`config.mk`:
```
export PLATFORM = sky130hd
export DESIGN_NAME = cmp_frame_stats_flat
export DESIGN_NICKNAME = d
export VERILOG_FILES = /design/src/rtl/cmp_frame_stats_if.sv /design/src/rtl/cmp_frame_stats.sv /design/src/flat_wrapper.sv
export SDC_FILE = /design/constraint.sdc
export NUM_CORES = 1
export LEC_CHECK = 0
export ABC_AREA = 1
export CAP_MARGIN = 20
export CORE_UTILIZATION = 36
export CTS_BUF_LIST = sky130_fd_sc_hd__clkbuf_8
export DETAILED_ROUTE_END_ITERATION = 7
export PLACE_DENSITY_LB_ADDON = 0.1
export SLEW_MARGIN = 10
export SYNTH_ARGS = -nofsm -noshare
export SYNTH_HDL_FRONTEND = slang
export SYNTH_SLANG_ARGS = --single-unit
```
`constraint.sdc`:
```
create_clock -name clk -period 20.6 [get_ports clk]
set_clock_uncertainty 0.1 [all_clocks]
set_input_delay 2.06 -clock clk [delete_from_list [all_inputs] [get_ports clk]]
set_output_delay 2.06 -clock clk [all_outputs]
set_load 0.01 [all_outputs]
```
`src/rtl/cmp_frame_stats_if.sv`:
```
// ============================================================================
// Module   : cmp_frame_stats_if
// Purpose  : Sample-in / record-out bundle for the frame statistics stage.
// Revision : 1.0 - initial release
// ============================================================================
`default_nettype none

interface cmp_frame_stats_if #(
  parameter int N     = 16,
  parameter int CNT_W = 16
);
  logic             in_valid;
  logic             in_ready;
  logic [N-1:0]     in_data;
  logic             in_last;
  logic [N-1:0]     thresh;
  logic             out_valid;
  logic             out_ready;
  logic [N-1:0]     out_min;
  logic [N-1:0]     out_max;
  logic [CNT_W-1:0] out_cnt_eq;
  logic [CNT_W-1:0] out_cnt_lt;
  logic [CNT_W-1:0] out_cnt_gt;
  logic [CNT_W-1:0] out_count;
  logic             out_sat;

  modport master (
    output in_valid, in_data, in_last, thresh, out_ready,
    input  in_ready, out_valid, out_min, out_max,
           out_cnt_eq, out_cnt_lt, out_cnt_gt, out_count, out_sat
  );

  modport slave (
    input  in_valid, in_data, in_last, thresh, out_ready,
    output in_ready, out_valid, out_min, out_max,
           out_cnt_eq, out_cnt_lt, out_cnt_gt, out_count, out_sat
  );
endinterface

`default_nettype wire

```
`src/rtl/cmp_frame_stats.sv`:
```
// ============================================================================
// Module   : cmp_frame_stats
// Purpose  : Per-frame min/max and threshold eq/lt/gt tallies over a stream.
// Revision : 1.0 - initial release
// ============================================================================
`default_nettype none

module cmp_frame_stats #(
  parameter int N     = 16,
  parameter int CNT_W = 16
) (
  input  wire logic         clk,
  input  wire logic         rst,
  cmp_frame_stats_if.slave  bus
);

  typedef enum logic [1:0] {
    S_IDLE   = 2'd0,
    S_ACCUM  = 2'd1,
    S_REPORT = 2'd2
  } state_t;

  localparam logic [CNT_W-1:0] c_cnt_max = {CNT_W{1'b1}};
  localparam logic [CNT_W-1:0] c_cnt_one = {{(CNT_W-1){1'b0}}, 1'b1};

  state_t           state_q;
  logic [N-1:0]     thr_q, thr_d;
  logic [N-1:0]     min_q, min_d;
  logic [N-1:0]     max_q, max_d;
  logic [CNT_W-1:0] eq_q, eq_d;
  logic [CNT_W-1:0] lt_q, lt_d;
  logic [CNT_W-1:0] gt_q, gt_d;
  logic [CNT_W-1:0] cnt_q, cnt_d;
  logic             sat_q, sat_d;

  logic             out_valid_q;
  logic [N-1:0]     out_min_q, out_max_q;
  logic [CNT_W-1:0] out_eq_q, out_lt_q, out_gt_q, out_cnt_q;
  logic             out_sat_q;

  logic             w_ready;
  logic             w_beat;
  logic             w_first;
  logic [N-1:0]     w_thr;
  logic             w_lt, w_gt, w_eq;

  assign w_ready = (state_q != S_REPORT);
  assign w_beat  = bus.in_valid & w_ready;
  assign w_first = (state_q == S_IDLE);
  // The first beat of a frame compares against the live threshold.
  assign w_thr   = w_first ? bus.thresh : thr_q;
  assign w_lt    = (bus.in_data < w_thr);
  assign w_gt    = (bus.in_data > w_thr);
  assign w_eq    = ~(w_lt | w_gt);

  always_comb begin
    thr_d = thr_q;
    min_d = min_q;
    max_d = max_q;
    eq_d  = eq_q;
    lt_d  = lt_q;
    gt_d  = gt_q;
    cnt_d = cnt_q;
    sat_d = sat_q;
    if (w_beat) begin
      if (w_first) begin
        thr_d = bus.thresh;
        min_d = bus.in_data;
        max_d = bus.in_data;
        eq_d  = w_eq ? c_cnt_one : '0;
        lt_d  = w_lt ? c_cnt_one : '0;
        gt_d  = w_gt ? c_cnt_one : '0;
        cnt_d = c_cnt_one;
        sat_d = 1'b0;
      end else begin
        if (bus.in_data < min_q) min_d = bus.in_data;
        if (bus.in_data > max_q) max_d = bus.in_data;
        // Saturating tallies: a blocked increment flags the frame instead.
        if (w_eq) begin
          if (eq_q == c_cnt_max) sat_d = 1'b1;
          else                   eq_d  = eq_q + c_cnt_one;
        end
        if (w_lt) begin
          if (lt_q == c_cnt_max) sat_d = 1'b1;
          else                   lt_d  = lt_q + c_cnt_one;
        end
        if (w_gt) begin
          if (gt_q == c_cnt_max) sat_d = 1'b1;
          else                   gt_d  = gt_q + c_cnt_one;
        end
        if (cnt_q == c_cnt_max) sat_d = 1'b1;
        else                    cnt_d = cnt_q + c_cnt_one;
      end
    end
  end

  always_ff @(posedge clk or posedge rst) begin
    if (rst) begin
      state_q     <= S_IDLE;
      thr_q       <= '0;
      min_q       <= '0;
      max_q       <= '0;
      eq_q        <= '0;
      lt_q        <= '0;
      gt_q        <= '0;
      cnt_q       <= '0;
      sat_q       <= 1'b0;
      out_valid_q <= 1'b0;
      out_min_q   <= '0;
      out_max_q   <= '0;
      out_eq_q    <= '0;
      out_lt_q    <= '0;
      out_gt_q    <= '0;
      out_cnt_q   <= '0;
      out_sat_q   <= 1'b0;
    end else begin
      thr_q <= thr_d;
      min_q <= min_d;
      max_q <= max_d;
      eq_q  <= eq_d;
      lt_q  <= lt_d;
      gt_q  <= gt_d;
      cnt_q <= cnt_d;
      sat_q <= sat_d;
      case (state_q)
        S_IDLE, S_ACCUM: begin
          if (w_beat) begin
            if (bus.in_last) begin
              // Record registers only move at frame end, so they hold
              // the last result while the next frame accumulates.
              state_q     <= S_REPORT;
              out_valid_q <= 1'b1;
              out_min_q   <= min_d;
              out_max_q   <= max_d;
              out_eq_q    <= eq_d;
              out_lt_q    <= lt_d;
              out_gt_q    <= gt_d;
              out_cnt_q   <= cnt_d;
              out_sat_q   <= sat_d;
            end else begin
              state_q <= S_ACCUM;
            end
          end
        end
        S_REPORT: begin
          if (bus.out_ready) begin
            state_q     <= S_IDLE;
            out_valid_q <= 1'b0;
          end
        end
        default: begin
          state_q     <= S_IDLE;
          out_valid_q <= 1'b0;
        end
      endcase
    end
  end

  assign bus.in_ready   = w_ready;
  assign bus.out_valid  = out_valid_q;
  assign bus.out_min    = out_min_q;
  assign bus.out_max    = out_max_q;
  assign bus.out_cnt_eq = out_eq_q;
  assign bus.out_cnt_lt = out_lt_q;
  assign bus.out_cnt_gt = out_gt_q;
  assign bus.out_count  = out_cnt_q;
  assign bus.out_sat    = out_sat_q;

endmodule

`default_nettype wire

```
`src/flat_wrapper.sv`:
```
// flat-port wrapper written by rule: the top's interface ports become plain ports
module cmp_frame_stats_flat 
#(
  parameter int N     = 16,
  parameter int CNT_W = 16
)
  (clk, rst, bus_in_valid, bus_in_data, bus_in_last, bus_thresh, bus_out_ready, bus_in_ready, bus_out_valid, bus_out_min, bus_out_max, bus_out_cnt_eq, bus_out_cnt_lt, bus_out_cnt_gt, bus_out_count, bus_out_sat);
  cmp_frame_stats_if #(.N(N), .CNT_W(CNT_W)) bus_i ();
  input  wire logic clk;
  input  wire logic rst;
  input wire logic [$bits(bus_i.in_valid)-1:0] bus_in_valid;
  input wire logic [$bits(bus_i.in_data)-1:0] bus_in_data;
  input wire logic [$bits(bus_i.in_last)-1:0] bus_in_last;
  input wire logic [$bits(bus_i.thresh)-1:0] bus_thresh;
  input wire logic [$bits(bus_i.out_ready)-1:0] bus_out_ready;
  output wire logic [$bits(bus_i.in_ready)-1:0] bus_in_ready;
  output wire logic [$bits(bus_i.out_valid)-1:0] bus_out_valid;
  output wire logic [$bits(bus_i.out_min)-1:0] bus_out_min;
  output wire logic [$bits(bus_i.out_max)-1:0] bus_out_max;
  output wire logic [$bits(bus_i.out_cnt_eq)-1:0] bus_out_cnt_eq;
  output wire logic [$bits(bus_i.out_cnt_lt)-1:0] bus_out_cnt_lt;
  output wire logic [$bits(bus_i.out_cnt_gt)-1:0] bus_out_cnt_gt;
  output wire logic [$bits(bus_i.out_count)-1:0] bus_out_count;
  output wire logic [$bits(bus_i.out_sat)-1:0] bus_out_sat;
  assign bus_i.in_valid = bus_in_valid;
  assign bus_i.in_data = bus_in_data;
  assign bus_i.in_last = bus_in_last;
  assign bus_i.thresh = bus_thresh;
  assign bus_i.out_ready = bus_out_ready;
  assign bus_in_ready = bus_i.in_ready;
  assign bus_out_valid = bus_i.out_valid;
  assign bus_out_min = bus_i.out_min;
  assign bus_out_max = bus_i.out_max;
  assign bus_out_cnt_eq = bus_i.out_cnt_eq;
  assign bus_out_cnt_lt = bus_i.out_cnt_lt;
  assign bus_out_cnt_gt = bus_i.out_cnt_gt;
  assign bus_out_count = bus_i.out_count;
  assign bus_out_sat = bus_i.out_sat;
  cmp_frame_stats #(.N(N), .CNT_W(CNT_W)) u_core (.clk(clk), .rst(rst), .bus(bus_i));
endmodule
```
==> results of run 1 <==
-- through the flow --
stage	hold slack [ps]	std cells
detailed placement	365	2045
CTS	380	2106
global route	395	2107
finish	375	2107
global placement	364	2045
floorplan	352	1523
-- final cells by class --
| cell class | instances | area, µm² | area share [%] |
|---|---|---|---|
| Clock buffer | 49 | 674 | 4.74 |
| Timing Repair Buffer | 143 | 1430 | 10.1 |
| Inverter | 167 | 636 | 4.47 |
| Sequential cell | 213 | 5330 | 37.5 |
| Multi-Input combinational cell | 1088 | 5530 | 38.9 |
| Clock inverter | 12 | 72.6 | 0.511 |
| Tap cell | 435 | 544 | 3.83 |
-- per-layer routing --
layer / vias up / share of wire, % / GRT usage (%)
li1: 5186 / - / -
met1: 4758 / 50 / 27.9
met2: 227 / 44 / 31.3
met3: 38 / 4.5 / 3.09
met4: 0 / 1.8 / 5.14
met5: - / 0 / 0
-- power groups by stage --
stage / clock network, mW / registers (mW) / logic [mW]
after floorplan: 0 / 0.592 / 0.290
after CTS: 0.413 / 0.578 / 0.484
after detailed placement: 0 / 0.582 / 0.481
final: 0.398 / 0.577 / 0.478
after global placement: 0 / 0.583 / 0.474
after global routing: 0.429 / 0.589 / 0.546
-- worst paths after layout --
kind,start,slack (ps),cells past startpoint,endpoint
setup / recovery,bus_thresh[15],15870,12,u_core.gt_q[8]
hold / removal,u_core.bus.out_cnt_eq[0],370,2,u_core.bus.out_cnt_eq[0]
min in group asynchronous,rst,1910,2,u_core.bus.out_cnt_lt[2]
setup reg to reg,u_core.state_q[0],16620,19,u_core.gt_q[8]
hold reg to reg,u_core.bus.out_cnt_eq[0],370,2,u_core.bus.out_cnt_eq[0]
max in group asynchronous,rst,17160,3,u_core.bus.out_max[14]
-- Yosys cell counts, types with 2 or more instances --
cell type,n,share of area [%]
a21oi_1,56,2.4
a31oi_1,3,0.16
and2_1,35,1.9
and3_1,8,0.43
buf_1,5,0.16
buf_2,16,0.68
buf_4,7,0.45
clkbuf_1,26,0.83
dfrtp_1,213,45
ha_1,51,5.4
inv_1,160,5.1
inv_2,7,0.22
mux2i_1,15,1.3
nand2_1,510,16
nand2_2,6,0.32
nand3_1,152,6.5
nand3_2,2,0.17
nand3b_1,3,0.19
nand4_1,57,3.0
nor2_1,58,1.9
nor2_2,8,0.43
nor2_4,4,0.38
nor3_1,22,0.94
nor3_2,7,0.60
nor4_1,3,0.16
o211ai_1,2,0.13
o21ai_0,52,2.2
o21ai_1,10,0.43
o21ai_2,4,0.30
o21bai_1,3,0.19
xor2_1,11,0.82
-- placed cells by master, fill, tap and decap left out, types with 6 or more instances in the layout --
master	instances
a21oi_1	56
and2_1	35
and3_1	8
buf_4	7
clkbuf_8	49
clkdlybuf4s50_1	135
dfrtp_1	213
ha_1	51
inv_1	168
inv_2	7
mux2i_1	15
nand2_1	510
nand2_2	6
nand3_1	152
nand4_1	57
nor2_1	58
nor2_2	8
nor3_1	22
nor3_2	6
o21ai_0	52
o21ai_1	10
xor2_1	11
-- worst min-delay path, delay by kind of cell, from the launching register on --
| family | cells | cell delay, ps |
|---|---|---|
| simple gates | 2 | 100 |
| flops | 1 | 340 |
-- cells by family after synthesis --
kind of cell	count (synthesis)
simple gates	878
buf+inv	222
flops	213
compound gates	133
fa+ha+maj	51
mux	15
xor+xnor	11
==> run metrics, run 1 <==
weighted congestion at the end of routability-driven global placement=0.865; worst vdd ir=0.0524 mV; antenna violations before repair=0; number of buffers created by CTS=39; max-slew violation total from the final report=0; list of cells traversed by the critical path=clkdlybuf4s50_1, mux2i_1, ha_1, nand4_1, nor2_1, nand2_1, nand2_1, buf_4, nand2_1, nor2_1, nand3_1, and3_1; maxcap violations=0; routed via count divided by cell count=4.85; worst setup slack after placement=15320 ps; number of buffers added to fix hold violations after cts=0; cells resized by post-CTS repair=0; multiplexer fraction of the synthesized cell area=1.28%; distinct cell type count after synthesis=38; number of flops mapped to enable cells by yosys=0; final net count=1740; Largest stage delay, worst path=530 ps; Crit-path slowest cell=clkdlybuf4s50_1; overall power after layout=1.45 mW; switching power share of the total=34.9%; placement-stage cell area=13400 µm²; element type at the critical path end=register; area growth from synthesis to layout=21.1%; fraction of final layout cells with drive strength greater than 1=6.10%; count of final hold-check violations=0; Seq/Total Area, Yosys=45.4%; delay-heaviest family, CP=simple AND/OR/NAND/NOR gates; outcome=finished clean; Die Area=33300 µm²; power share of the sequential group=39.7%; Top cell by count, worst path=nand2_1; combined area of all synthesized cells=11700 µm²; total of flip-flops plus latches after synthesis=213; CTS tree=yes; worst slew pin tran=901 ps; Filler Cells Inserted=3236; unrepaired setup endpoints after global routing=false; HP Class=register to register; final worst slack=15870 ps; Routed WL=32000 µm; Comb pwr share=32.9%; clock sink count=213; Switching Power=507 µW; number of global-route vias before repair=10000; summed area of non-filler cells in the final layout=14200 µm²; data arrival time of the critical path=5060 ps; Int Power=946 µW; core occupancy in the finished layout=44.7%; share of power burned in the clock network=27.4%; post-synthesis adder-cell area fraction=5.44%; required arrival time at the worst endpoint=20920 ps; overall track demand over capacity in global routing=19.7%; CP Launch Type=input port; Clk Tree Root Cell=clkbuf_8; number of DRC markers in iteration 0=624; Max Fanout on Critical Path=30; core footprint=31800 µm²; flip-flop cell with the highest count after synthesis=dfrtp_1; cell leakage power=7.04 nW; clk slew on worst S/H paths=60 ps; starting utilization of the core area=36.9%; Compound-Gate Fraction of Synth Area=6.00%; Setup-failing EPs final=0; htree depth=2; buffers and inverters on the worst path=2; post-layout min period=4730 ps; dpl hpwl=21900 µm; number of diodes added for antenna fixing=0; async set-or-reset flop fraction in the synthesized netlist=100%; Clock Tree Buf Depth=3; final setup TNS=0 ps; DRC errors left=0; aggregate global routing overflow=0; routed length per placed instance=15.2 µm; number of nets with antenna violations after routing=0; total I/O pin count=136; simple logic cell fraction of the synthesized area=33.5%; via count=10200; Slew Limit Headroom=39.9%; Crit Path Category=input port to register; average footprint of a synthesized cell=7.71 µm²; buffers added on ports=135; Die H=183 µm; Peak Freq=211 MHz; number of nets in the synthesized netlist=1611; global-route wire length before repair=52700 µm; count of mapped cells out of synthesis=1523; Worst-Skew Late Latency=540 ps; combinational family with the most area after synthesis=simple AND/OR/NAND/NOR gates; Post CTS Setup Buffer Count=0; total number of yosys warnings=0; pwr/cell area=102 nW/µm²; XOR/XNOR share of the synthesized area=0.821%; FP Rows=65; maximum number of pins on one net before global-route repair=94; part of the cycle the worst path needs=23.0%; total iterations of the first detailed-routing run=6; horizontal die dimension=183 µm
(Power assumes the default switching activity.)
==> run 2: changes to the inputs <==
- clock period: 20.6 -> 4 ns (I/O delays scaled with it)
==> run 2 against run 1 <==
  * Hold slack lost 130 ps
  * Critical path type is now register to register
  * Register-to-register slack worse by 16000 ps
  * First-iteration DRC count down 7.2%
  * Final cell count rose by 0.66%
  * Critical endpoint is now u_core.bus.out_cnt_lt[0]
  * Total power increased to 5.2 times the previous value
  * Core utilization increased by 0.44 points
  * Routed wire length fell by 0.15%
==> run metrics, run 2 (synthesized netlist as in run 1, its figures left out) <==
outcome=finished clean; Worst-Skew Late Latency=540 ps; routed via count divided by cell count=4.90; Slew Limit Headroom=37.5%; clock sink count=213; CP Launch Type=register; via count=10400; total I/O pin count=136; worst r2r src=u_core.state_q[1]; Post CTS Setup Buffer Count=0; antenna violations before repair=0; number of buffers created by CTS=40; final net count=1747; aggregate global routing overflow=0; placement-stage cell area=13500 µm²; FP Rows=65; count of final hold-check violations=0; CTS tree=yes; pwr/cell area=529 nW/µm²; unrepaired setup endpoints after global routing=false; cell leakage power=7.11 nW; number of DRC markers in iteration 0=579; routed length per placed instance=15.0 µm; cells resized by post-CTS repair=0; number of buffers added to fix hold violations after cts=0; number of global-route vias before repair=10200; part of the cycle the worst path needs=89.4%; htree depth=2; worst vdd ir=0.300 mV; number of nets with antenna violations after routing=0; summed area of non-filler cells in the final layout=14400 µm²; data arrival time of the critical path=3900 ps; number of diodes added for antenna fixing=0; total iterations of the first detailed-routing run=5; post-layout min period=3570 ps; global-route wire length before repair=53000 µm; weighted congestion at the end of routability-driven global placement=0.916; horizontal die dimension=183 µm; commonest cells after routing, fill and taps aside=nand2_1 (510), dfrtp_1 (213), inv_1 (168); element type at the critical path end=register; most common cell after layout, fill and taps aside=nand2_1; Routed WL=31900 µm; HP Class=input port to async pin; fraction of final layout cells with drive strength greater than 1=6.88%; Clk Tree Root Cell=clkbuf_8; Peak Freq=280 MHz; buffers added on ports=135; Die H=183 µm; clk slew on worst S/H paths=60 ps; max-slew violation total from the final report=0; overall track demand over capacity in global routing=19.8%; final setup TNS=0 ps; Die Area=33300 µm²; maxcap violations=0; worst slew pin tran=938 ps; Max Fanout on Critical Path=18; maximum number of pins on one net before global-route repair=95; DRC errors left=0; required arrival time at the worst endpoint=4320 ps; startpoint of the worst setup timing path=u_core.state_q[1]; starting utilization of the core area=36.9%; area growth from synthesis to layout=22.3%; Setup-failing EPs final=0; Crit Path Category=register to register; dpl hpwl=21900 µm; Clock Tree Buf Depth=3; core footprint=31800 µm²
[run 2: report_power, final]
group / switching [mW] / internal (mW)
Clock: 0.941 / 1.21
Combinational: 1.40 / 1.07
Sequential: 0.308 / 2.67
[run 2: cell type report]
cell class / count / area [µm²]
Sequential cell: 213 / 5330
Clock inverter: 18 / 108
Fill cell: 3197 / 17400
Timing Repair Buffer: 149 / 1510
Multi-Input combinational cell: 1088 / 5530
Tap cell: 435 / 544
Inverter: 167 / 632
Clock buffer: 51 / 702
[run 2: critical path, cell delays in order, from the launching register on]
cell,delay [ps]
dfrtp_1,500
nor2_8,410
mux2i_1,300
ha_1,280
a21oi_1,170
nand2_1,80
nand2_1,60
nand2_1,60
nand2_1,80
nand2_1,280
nor2_2,590
o21ai_0,230
xor2_1,200
nand2_1,70
nand2_1,50
[run 2: routing by layer]
metal	vias to the layer above	GRT usage, %	part of all wire, %
met2	219	31.8	45
met5	-	0	0
li1	5222	-	-
met3	50	3.05	4.5
met4	0	5.28	2.0
met1	4898	27.6	49
[run 2: path summary, 6_finish.rpt]
path / cells past startpoint / end / slack, ps
max in group asynchronous: 3 / u_core.min_q[0] / 2720
setup reg to reg: 14 / u_core.bus.out_cnt_lt[0] / 430
hold reg to reg: 2 / u_core.bus.out_cnt_gt[3] / 370
setup / recovery: 14 / u_core.bus.out_cnt_lt[0] / 430
min in group clk: 2 / u_core.bus.out_cnt_gt[3] / 370
hold / removal: 2 / u_core.bus.out_cnt_lt[3] / 250
[run 2: per-stage QoR]
stage | hold slack, ps | worst slack, ps | power [mW] | util (%) | std cells
floorplan | 352 | 730 | 4.54 | - | 1523
global placement | 365 | 512 | 5.46 | 42.5 | 2051
detailed placement | 365 | 389 | 5.49 | 42.5 | 2051
CTS | 238 | 374 | 7.71 | 45.1 | 2120
global route | 278 | 109 | 8.20 | 45.1 | 2121
finish | 247 | 425 | 7.59 | 45.1 | 2121
